[src/rtl/scalar_issue_fifo.sv]
// scalar_issue_fifo: first-word-fall-through issue buffer between the scalar core and the vector pipeline
module scalar_issue_fifo #(
    parameter int DATA_WIDTH = 96,
    parameter int DEPTH = 4,
    parameter int AFULL_LEVEL = DEPTH - 1,
    parameter int CNT_WIDTH = $clog2(DEPTH) + 1
) (
    input  logic                  clk,
    input  logic                  rst,
    input  logic [DATA_WIDTH-1:0] in_rsc_dat,
    input  logic                  in_rsc_vld,
    output logic                  in_rsc_rdy,
    output logic [DATA_WIDTH-1:0] out_rsc_dat,
    output logic                  out_rsc_vld,
    input  logic                  out_rsc_rdy,
    input  logic                  flush,
    output logic [CNT_WIDTH-1:0]  count,
    output logic                  afull,
    output logic [31:0]           issued_cnt
);
    localparam int PW = $clog2(DEPTH);
    logic [DATA_WIDTH-1:0] mem [DEPTH];
    logic [PW-1:0] wr_ptr, rd_ptr;
    logic push, pop;
    assign in_rsc_rdy = !flush && (count != CNT_WIDTH'(DEPTH));
    assign out_rsc_vld = !flush && (count != '0);
    assign out_rsc_dat = mem[rd_ptr];
    assign afull = count >= CNT_WIDTH'(AFULL_LEVEL);
    assign push = in_rsc_vld && in_rsc_rdy;
    assign pop = out_rsc_vld && out_rsc_rdy;
    always_ff @(posedge clk)
        if (!rst && push) mem[wr_ptr] <= in_rsc_dat;
    // flush rewinds the pointers only; stored words and issued_cnt survive
    always_ff @(posedge clk) begin
        if (rst) begin
            wr_ptr <= '0;
            rd_ptr <= '0;
            count <= '0;
            issued_cnt <= '0;
        end else if (flush) begin
            wr_ptr <= '0;
            rd_ptr <= '0;
            count <= '0;
        end else begin
            wr_ptr <= push ? wr_ptr + 1'b1 : wr_ptr;
            rd_ptr <= pop ? rd_ptr + 1'b1 : rd_ptr;
            count <= count + CNT_WIDTH'(push) - CNT_WIDTH'(pop);
            issued_cnt <= issued_cnt + 32'(pop);
        end
    end
endmodule

[config.mk]
export PLATFORM = sky130hd
export DESIGN_NAME = scalar_issue_fifo
export DESIGN_NICKNAME = d
export VERILOG_FILES = /design/src/rtl/scalar_issue_fifo.sv
export SDC_FILE = /design/constraint.sdc
export NUM_CORES = 1
export LEC_CHECK = 0
export BUFFER_PORTS_ARGS = -buffer_cell sky130_fd_sc_hd__buf_2
export CAP_MARGIN = 40
export CELL_PAD_IN_SITES_DETAIL_PLACEMENT = 0
export CELL_PAD_IN_SITES_GLOBAL_PLACEMENT = 1
export CORE_AREA = 5 5 217 177
export DETAILED_ROUTE_END_ITERATION = 6
export DIE_AREA = 0 0 222 182
export PLACE_DENSITY_LB_ADDON = 0.25
export SLEW_MARGIN = 20
export SYNTH_ARGS = -nofsm -noshare
export SYNTH_HDL_FRONTEND = slang
export SYNTH_SLANG_ARGS = --single-unit
[constraint.sdc]
create_clock -name clk -period 10.7 [get_ports clk]
set_input_delay 2.14 -clock clk [delete_from_list [all_inputs] [get_ports clk]]
set_output_delay 2.14 -clock clk [all_outputs]
set_load 0.02 [all_outputs]
==> run summary, run 1 <==
H-tree levels - 2
Die X - 222 um
RSZ-0062 raised after global routing - no
WL/cell - 21.4 um
Area Overhead vs Synth - 19.9%
Initial DRT Pass Iterations - 4
Via Count - 7931
#FFs+latches synth - 425
Critical R2R Capture - mem[3][67]
Die Ht - 182 um
Vias per std cell - 5.22
Reg-to-reg slack, setup - 7330 ps
Met1 Resource Use GR - 22.3%
Detailed Route WL - 32500 um
Clock tree from TritonCTS - built
Initial Util - 43.8%
Ports - 235
GRT met2 Usage - 25.1%
Post-synthesis sequential area ratio - 77.8%
Rows - 63
Worst ir drop on vdd - 0.122 mV
Synth Cell Area - 15900 um2
Clk buf depth - 3
Worst Hold Path Cells - 2
# setup viols final - 0
Min-delay src - issued_cnt[20]
Pin count of the biggest net entering global routing - 57
WS Path Type - flip-flop to output port
Peak Freq - 185 MHz
Max Slew Vio Count - 0
Worst Path Max Fanout - 35
Setup Total Neg Slack - 0 ps
CTS Sinks - 425
Avg Inst Size Synth - 21.3 um2
HP Class - flip-flop to flip-flop
Detailed-placement wirelength estimate - 20900 um
Worst skew pair latency - 530 ps
P per Cell Area - 176 nW/um2
Reg2reg start - count[1]
GP Congestion - 0.731
Initial antenna violation count - 6
Instance count of the mapped netlist - 745
Post-CTS Setup Inserts - 0
Fraction of layout cells with a size suffix above 1 - 40.8%
First-pass GRT wire length - 50500 um
Grt ovf - 0
Met3 GRT Util - 4.88%
Hold_ws - 492 ps
Status - finished, final reports clean
Port bufs - 234
CP Launch Type - flip-flop
Synthesized Nets - 855
Floorplan core area - 36300 um2
Crit path time final - 5400 ps
Relative slew slack - 45.7%
Root buffer cell - clkbuf_16
Number of distinct library cells after synthesis - 38
CP Capture Type - output port
Worst Path Required - 8560 ps
Reg clk slew, reported paths - 60 ps
Layout Skew - 6.84 ps
Hold path endpoint - issued_cnt[20]
Leak pwr - 0.00638 uW
DR DRC count - 0
Final #Nets - 1111
Max-cap viol count - 0
WP data arrival - 3260 ps
Initial DRC count - 507
R2R depth - 5
# hold bufs at CTS - 0
Ys Warns - 0
Final period util - 50.5%
GRT Resource Usage Total - 16.0%
Remaining antenna violation count after routing - 0
Post-CTS sizing - 0
CTS Buf Count - 43
Top Usage Layer GRT - met2
DIE AREA - 40400 um2
Least-Margin Pin Slew - 815 ps
Vias in the first global route - 8527
Hold Vio Cnt, Final - 0
## per-stage QoR
step | setup slack, ps | cell area [um2] | power [uW] | utilization [%] | instances
detailed placement | 5440 | 17700 | 1970 | 48.9 | 1443
floorplan | 4900 | 15900 | 1910 | - | 745
global route | 4990 | 19000 | 3470 | 52.5 | 1517
finish | 5300 | 19000 | 3350 | 52.5 | 1518
CTS | 5130 | 19000 | 3390 | 52.5 | 1517
global placement | 5490 | 17600 | 1970 | 48.5 | 1438
## synth_stat cells
master	number	share of area, %
nor4_1	3	0.12
and2_1	5	0.20
nand4_1	11	0.43
nor3b_1	3	0.14
and3_1	4	0.16
nand4_2	1	0.079
dfxtp_1	41	5.2
or3b_2	1	0.055
nor3_1	5	0.16
nand3b_1	1	0.047
clkbuf_1	15	0.35
clkbuf_2	1	0.031
nand2_1	10	0.24
nand4b_1	1	0.055
nand3_1	9	0.28
ha_1	8	0.63
nor2_1	29	0.69
edfxtp_1	384	73
xor2_1	8	0.44
o31ai_1	9	0.43
nand3_2	1	0.063
nor2b_1	8	0.32
buf_1	4	0.094
mux2i_1	3	0.19
o21ai_0	7	0.22
or2_2	1	0.039
a21oi_1	15	0.47
inv_1	10	0.24
and4b_1	2	0.13
or3_1	7	0.28
buf_2	15	0.47
mux2_2	6	0.43
xnor2_1	6	0.33
mux4_2	96	14
fa_1	1	0.13
nor4_2	1	0.079
or4_1	10	0.47
and4_1	3	0.17
## cells by family (layout without fill, tap and decap cells)
group / after synthesis / count (layout) / synth area share, %
flip-flops: 425 / 425 / 77.8
other: 0 / 1 / 0
AO/OA/AOI/OAI: 31 / 31 / 1.12
AND/OR/NAND/NOR: 116 / 116 / 4.18
adder cells (fa/ha/maj): 9 / 9 / 0.756
multiplexers: 105 / 105 / 14.2
buffers and inverters: 45 / 330 / 1.19
XOR/XNOR: 14 / 14 / 0.772
## worst max-delay path, stage by stage (launching register included)
cell and delay [ps]:
dfxtp_4 610, buf_4 640, buf_4 380, buf_16 300, mux4_2 590, buf_2 180
## area by class of cell
class,count,area [um2]
inverters,10,37.5
clock inverters,23,166
multi-input cells,275,3350
fillers,2913,17200
repair buffers,246,1360
well taps,487,609
clock buffers,51,1160
flip-flops and latches,425,12400
diodes,1,2.50
## state kept, by name, indices dropped and copies added (netlist names), named ones only
| name | count |
|---|---|
| rd_ptr | 2 |
| issued_cnt | 32 |
| count | 3 |
| mem | 384 |
| wr_ptr | 2 |
## power by group
group,switching (uW),leakage [uW],internal [uW]
clock,595,0.000648,817
sequential,4.16,0.00380,1820
combinational,66.5,0.00193,40.5
## worst max-delay path by stage
| stage | end | slack [ps] |
|---|---|---|
| final | out_rsc_dat[62] | 5300 |
| after global routing | out_rsc_dat[62] | 4990 |
| after CTS | out_rsc_dat[62] | 5130 |
| after detailed placement | mem[3][82] | 5440 |
| after global placement | out_rsc_dat[54] | 5490 |
| after floorplan | mem[0][0] | 4900 |
## layout by cell type, fill, tap and decap left out, drive strengths merged, types with 10 or more instances in the layout
master / instances
mux4: 96
nor2: 29
clkbuf: 51
dfxtp: 41
nand2: 10
edfxtp: 384
inv: 10
clkinv: 18
nand4: 12
a21oi: 15
buf: 246
or4: 10
nand3: 10
## layer usage
| metal | vias up | share of wire, % |
|---|---|---|
| met1 | 4059 | 43 |
| met3 | 54 | 7.5 |
| li1 | 3586 | - |
| met4 | 8 | 1.8 |
| met2 | 224 | 47 |
| met5 | - | 0.17 |
Power figures use the tool's default switching activity.
==> run 2, diff against run 1 <==
Settings changed: CORE_AREA 5 5 217 177 to 5 5 219 178, DIE_AREA 0 0 222 182 to 0 0 224 183.
Clock period 10.7 ns to 4.58 ns, I/O delays scaled along.
==> run summary, run 2 (synthesis gave the netlist of run 1 again) <==
Status - finished, final reports clean
Worst Path Max Fanout - 37 (+5.7%)
Port bufs - 234 (unchanged)
Met3 GRT Util - 4.05% (-0.83 points)
CTS Buf Count - 43 (unchanged)
Setup Total Neg Slack - 0 ps (unchanged)
Worst Path Required - 3660 ps (-4900 ps)
WL/cell - 21.4 um (-0.18%)
Top Registers - mem x384, issued_cnt x32, count x3
Ports - 235 (unchanged)
Detailed Route WL - 32700 um (+0.41%)
Floorplan core area - 36700 um2 (+1.1%)
Initial DRT Pass Iterations - 4 (unchanged)
Least-Margin Pin Slew - 640 ps (-175 ps)
Pin count of the biggest net entering global routing - 58 (+1.8%)
CP Launch Type - flip-flop
Largest Register - mem
Layout Skew - 14.4 ps (+7.59 ps)
Initial antenna violation count - 5 (-1)
Rows - 63 (unchanged)
DR DRC count - 0 (unchanged)
Remaining antenna violation count after routing - 0 (unchanged)
HP Class - flip-flop to flip-flop
GRT met2 Usage - 23.8% (-1.3 points)
RSZ-0062 raised after global routing - no
Worst skew pair latency - 540 ps (about the same)
Hold Vio Cnt, Final - 0 (unchanged)
Crit path time final - 3410 ps
Max Slew Vio Count - 0 (unchanged)
First-pass GRT wire length - 49700 um (-1.5%)
# hold bufs at CTS - 0 (unchanged)
Grt ovf - 0 (unchanged)
Setup ws final - 1170 ps (-4130 ps)
Post-CTS sizing - 0 (unchanged)
DP Area - 17700 um2 (about the same)
Clock tree from TritonCTS - built
GP Congestion - 0.735 (+0.59%)
Crit-path slowest cell - dfxtp_4
Initial Util - 43.3% (-0.47 points)
Max-cap viol count - 0 (unchanged)
P per Cell Area - 420 nW/um2 (+140%)
Crit-path cells - buf_12 > mux4_2 > buf_2
Fraction of layout cells with a size suffix above 1 - 40.8% (about the same)
CP Capture Type - output port
Commonest non-fill, non-tap cells in the layout - edfxtp_1 (384), buf_2 (234), mux4_2 (96)
Vias per std cell - 5.17 (-1.0%)
Via Count - 7898 (-0.42%)
Area Overhead vs Synth - 20.7%
GRT Resource Usage Total - 15.7% (-0.28 points)
Hold_ws - 504 ps (+12.4 ps)
Met1 Resource Use GR - 22.9% (+0.63 points)
Detailed-placement wirelength estimate - 21100 um (+0.89%)
Max FFs per register - 384 (unchanged)
H-tree levels - 2 (unchanged)
# setup viols final - 0 (unchanged)
Final Cell Area - 19200 um2 (+0.68%)
Pwr Total - 8060 uW (+140%)
Root buffer cell - clkbuf_16
Dpl ws - 1230 ps (-4210 ps)
Final period util - 74.4%
Die X - 224 um (+0.90%)
WP buf/inv - 2 (-2)
Top Usage Layer GRT - met2
CTS Sinks - 425 (unchanged)
Leak pwr - 0.00644 uW (+0.85%)
Delay of the slowest critical-path stage - 750 ps (+110 ps)
Vias in the first global route - 8009 (-6.1%)
Peak Freq - 293 MHz
Clk buf depth - 3 (unchanged)
Worst ir drop on vdd - 0.296 mV (+140%)
Commonest non-fill, non-tap cell in the layout - edfxtp_1
Relative slew slack - 57.3% (+12 points)
Die Ht - 183 um (+0.55%)
Initial DRC count - 595 (+17%)
Reg clk slew, reported paths - 60 ps (about the same)
Post-CTS Setup Inserts - 0 (unchanged)
DIE AREA - 41000 um2 (+1.5%)
WS Path Type - flip-flop to output port
CP top delay family - flip-flops
Final #Nets - 1114 (+0.27%)
WP data arrival - 2490 ps (-770 ps)
run 2: cell count changes in the layout (fill, tap and decap cells not counted), sizes merged:
cell,change
diode,+1
clkbuf,+2
clkinv,-1
clkinvlp,-1
buf,+3
inv,+1
bufinv,+4
run 2: path summary, 6_finish.rpt:
kind	endpoint	from	cells after the start	slack, ps
setup / recovery	out_rsc_dat[61]	flip-flop	3	1170
setup reg to reg	issued_cnt[25]	count[1]	7	1810
hold / removal	issued_cnt[22]	issued_cnt[22]	2	500
hold reg to reg	issued_cnt[22]	issued_cnt[22]	2	500
run 2: final cells by class:
class,count,area (um2)
Timing Repair Buffer,249,1370
Sequential cell,425,12400
Multi-Input combinational cell,275,3350
Tap cell,487,609
Clock inverter,26,287
Clock buffer,53,1150
Inverter,10,37.5
Fill cell,2975,17500
Antenna cell,2,5.00
run 2: per-stage QoR:
step                util (%)  instances
floorplan                  -        745
detailed placement      48.4       1446
finish                  52.3       1527
global placement        48.4       1446
CTS                     52.3       1525
global route            52.3       1527
run 2: worst reg2reg max path: stages, from the launching register on:
cell and delay, ps:
dfxtp_1 460, nor3_1 120, nor3b_1 480, ha_1 250, nand3b_1 120, or4_1 660
nor3_1 210, mux2_2 350
run 2: report_power, final:
part | total (uW) | switching [uW] | internal [uW]
sequential | 4270 | 10.3 | 4260
combinational | 250 | 154 | 95.5
clock | 3540 | 1410 | 2130
run 2: layer usage:
metal	part of all wire [%]	wire, um
met5	0.14	46
met4	1.7	556
met3	6.4	2100
met2	47	15500
met1	44	14500
==> run 3, diff against run 2 <==
Settings changed: CORE_AREA 5 5 219 178 to 5 5 217 177, DIE_AREA 0 0 224 183 to 0 0 222 182.
Clock period 4.58 ns to 3.25 ns, I/O delays scaled along.
==> run summary, run 3 (synthesis gave the netlist of run 1 again) <==
Status - finished, final reports clean
P per Cell Area - 580 nW/um2 (+38%)
Hold_ws - 328 ps (-177 ps)
Detailed-placement wirelength estimate - 21000 um (-0.44%)
Vias per std cell - 5.15 (-0.41%)
Relative slew slack - 68.2% (+11 points)
Commonest non-fill, non-tap cells in the layout - edfxtp_1 (384), buf_2 (234), mux4_2 (96)
WS Path Type - flip-flop to output port
Fraction of layout cells with a size suffix above 1 - 41.8% (+1.0 points)
Vias in the first global route - 8325 (+3.9%)
First-pass GRT wire length - 49800 um (+0.17%)
Via Count - 7907 (+0.11%)
HP Class - input port to flip-flop
Peak Freq - 341 MHz
RSZ-0062 raised after global routing - no
WP data arrival - 2280 ps (-210 ps)
Reg2reg start - count[1]
Min-delay src - in_rsc_dat[42]
Rows - 63 (unchanged)
Reg power frac - 53.5% (+0.5 points)
Worst Path Required - 2600 ps (-1060 ps)
Switching Share - 19.3% (-0.17 points)
Max-cap viol count - 0 (unchanged)
Worst skew pair latency - 540 ps (about the same)
Port bufs - 234 (unchanged)
Ports - 235 (unchanged)
Final #Nets - 1125 (+0.99%)
CP Capture Type - output port
Commonest non-fill, non-tap cell in the layout - edfxtp_1
CTS Buf Count - 42 (-2.3%)
Critical R2R Capture - issued_cnt[21]
Post-CTS Setup Inserts - 0 (unchanged)
Max FFs per register - 384 (unchanged)
R2R depth - 7 (unchanged)
DR DRC count - 0 (unchanged)
Hold Vio Cnt, Final - 0 (unchanged)
CP Launch Type - flip-flop
Hold path endpoint - mem[0][42]
Reg-to-reg slack, setup - 730 ps (-1080 ps)
Worst Path Max Fanout - 40 (+8.1%)
Root buffer cell - clkbuf_16
Grt ovf - 0 (unchanged)
# hold bufs at CTS - 0 (unchanged)
Area Overhead vs Synth - 22.0%
GP Congestion - 0.727 (-1.1%)
Top Registers - mem x384, issued_cnt x32, count x3
WL/cell - 20.9 um (-2.2%)
CP top delay family - flip-flops
Crit path time final - 2930 ps
DIE AREA - 40400 um2 (-1.4%)
Internal - 9070 uW (+40%)
Leak pwr - 0.00652 uW (+1.2%)
H-tree levels - 2 (unchanged)
Pwr Total - 11200 uW (+40%)
Initial Util - 43.8% (+0.47 points)
Crit-path cells - buf_12 > mux4_2 > buf_2
Largest Register - mem
Clk buf depth - 3 (unchanged)
Post-CTS sizing - 0 (unchanged)
Sw Pwr - 2170 uW (+38%)
Least-Margin Pin Slew - 476 ps (-164 ps)
Initial DRT Pass Iterations - 4 (unchanged)
Remaining antenna violation count after routing - 0 (unchanged)
Detailed Route WL - 32100 um (-1.7%)
WP buf/inv - 2 (unchanged)
Die X - 222 um (-0.89%)
Setup Total Neg Slack - 0 ps (unchanged)
Die Ht - 182 um (-0.55%)
# setup viols final - 0 (unchanged)
Reg clk slew, reported paths - 60 ps (about the same)
Final period util - 90.3%
Delay of the slowest critical-path stage - 580 ps (-170 ps)
Crit-path slowest cell - dfxtp_4
Comb power frac - 3.2% (about the same)
# fillers - 2908 (-2.3%)
Max Slew Vio Count - 0 (unchanged)
Worst ir drop on vdd - 0.448 mV (+52%)
Initial DRC count - 484 (-19%)
Layout Skew - 16.3 ps (+1.83 ps)
Pin count of the biggest net entering global routing - 41 (-29%)
Clk network pwr share - 43.3% (-0.6 points)
Initial antenna violation count - 7 (+2)
CTS Sinks - 425 (unchanged)
Floorplan core area - 36300 um2 (-1.1%)
GRT Resource Usage Total - 15.8% (+0.15 points)
Clock tree from TritonCTS - built
Worst Hold Path Cells - 1 (-1)
-- run 3: cell count changes in the layout (fill, tap and decap cells not counted), sizes merged --
| cell | change |
|---|---|
| clkbuf | -1 |
| bufinv | -1 |
| clkinv | -4 |
| buf | +12 |
| clkinvlp | +2 |
-- run 3: how the worst max path moves through the flow --
stage	start	endpoint	slack, ps	depth (start not counted)
2_1_floorplan	flush	mem[0][0]	10	4
3_3_place_gp	flush	issued_cnt[25]	500	7
3_5_place_dp	flush	issued_cnt[21]	440	7
4_1_cts	flip-flop	out_rsc_dat[21]	230	3
5_1_grt	flip-flop	out_rsc_dat[43]	170	3
6_report	flip-flop	out_rsc_dat[82]	320	3
-- run 3: worst reg2reg max path, cell delays in order, from the launching register on --
cell	delay [ps]
dfxtp_1	450
nor3_1	130
nor3b_1	260
ha_1	190
nand3b_1	130
or4_1	680
nor3_1	210
mux2_2	360
-- run 3: area by class of cell --
class                   count  area [um2]  share of cell area, %
clock inverters            23         243                   1.25
diodes                      2        5.00                 0.0258
inverters                  10        37.5                  0.194
clock buffers              52        1160                   5.99
multi-input cells         275        3350                   17.3
repair buffers            261        1610                   8.32
flip-flops and latches    425       12400                   63.8
well taps                 487         609                   3.14
-- run 3: per-stage QoR --
stage	setup slack (ps)	util, %	instances	cell area, um2
final	316	53.5	1535	19400
after global routing	173	53.5	1535	19400
after CTS	232	53.4	1533	19400
after detailed placement	437	49.6	1458	18000
after global placement	495	49.6	1458	18000
after floorplan	9.73	-	745	15900
-- run 3: power by group through the flow --
stage | combinational [uW] | clock (uW) | sequential [uW]
6_report | 356 | 4870 | 6020
5_1_grt | 389 | 5270 | 6020
4_1_cts | 365 | 5020 | 6020
3_3_place_gp | 356 | 0 | 6130
2_1_floorplan | 160 | 0 | 6140
3_5_place_dp | 364 | 0 | 6130
-- run 3: layer usage --
metal  track usage (%)  vias to the layer above  wire [um]
met2              24.4                      216      15000
met1              22.5                     4008      14200
met3              4.36                       59       2140
li1                  -                     3614          -
met4              4.39                       10        698
met5                 0                        -         62
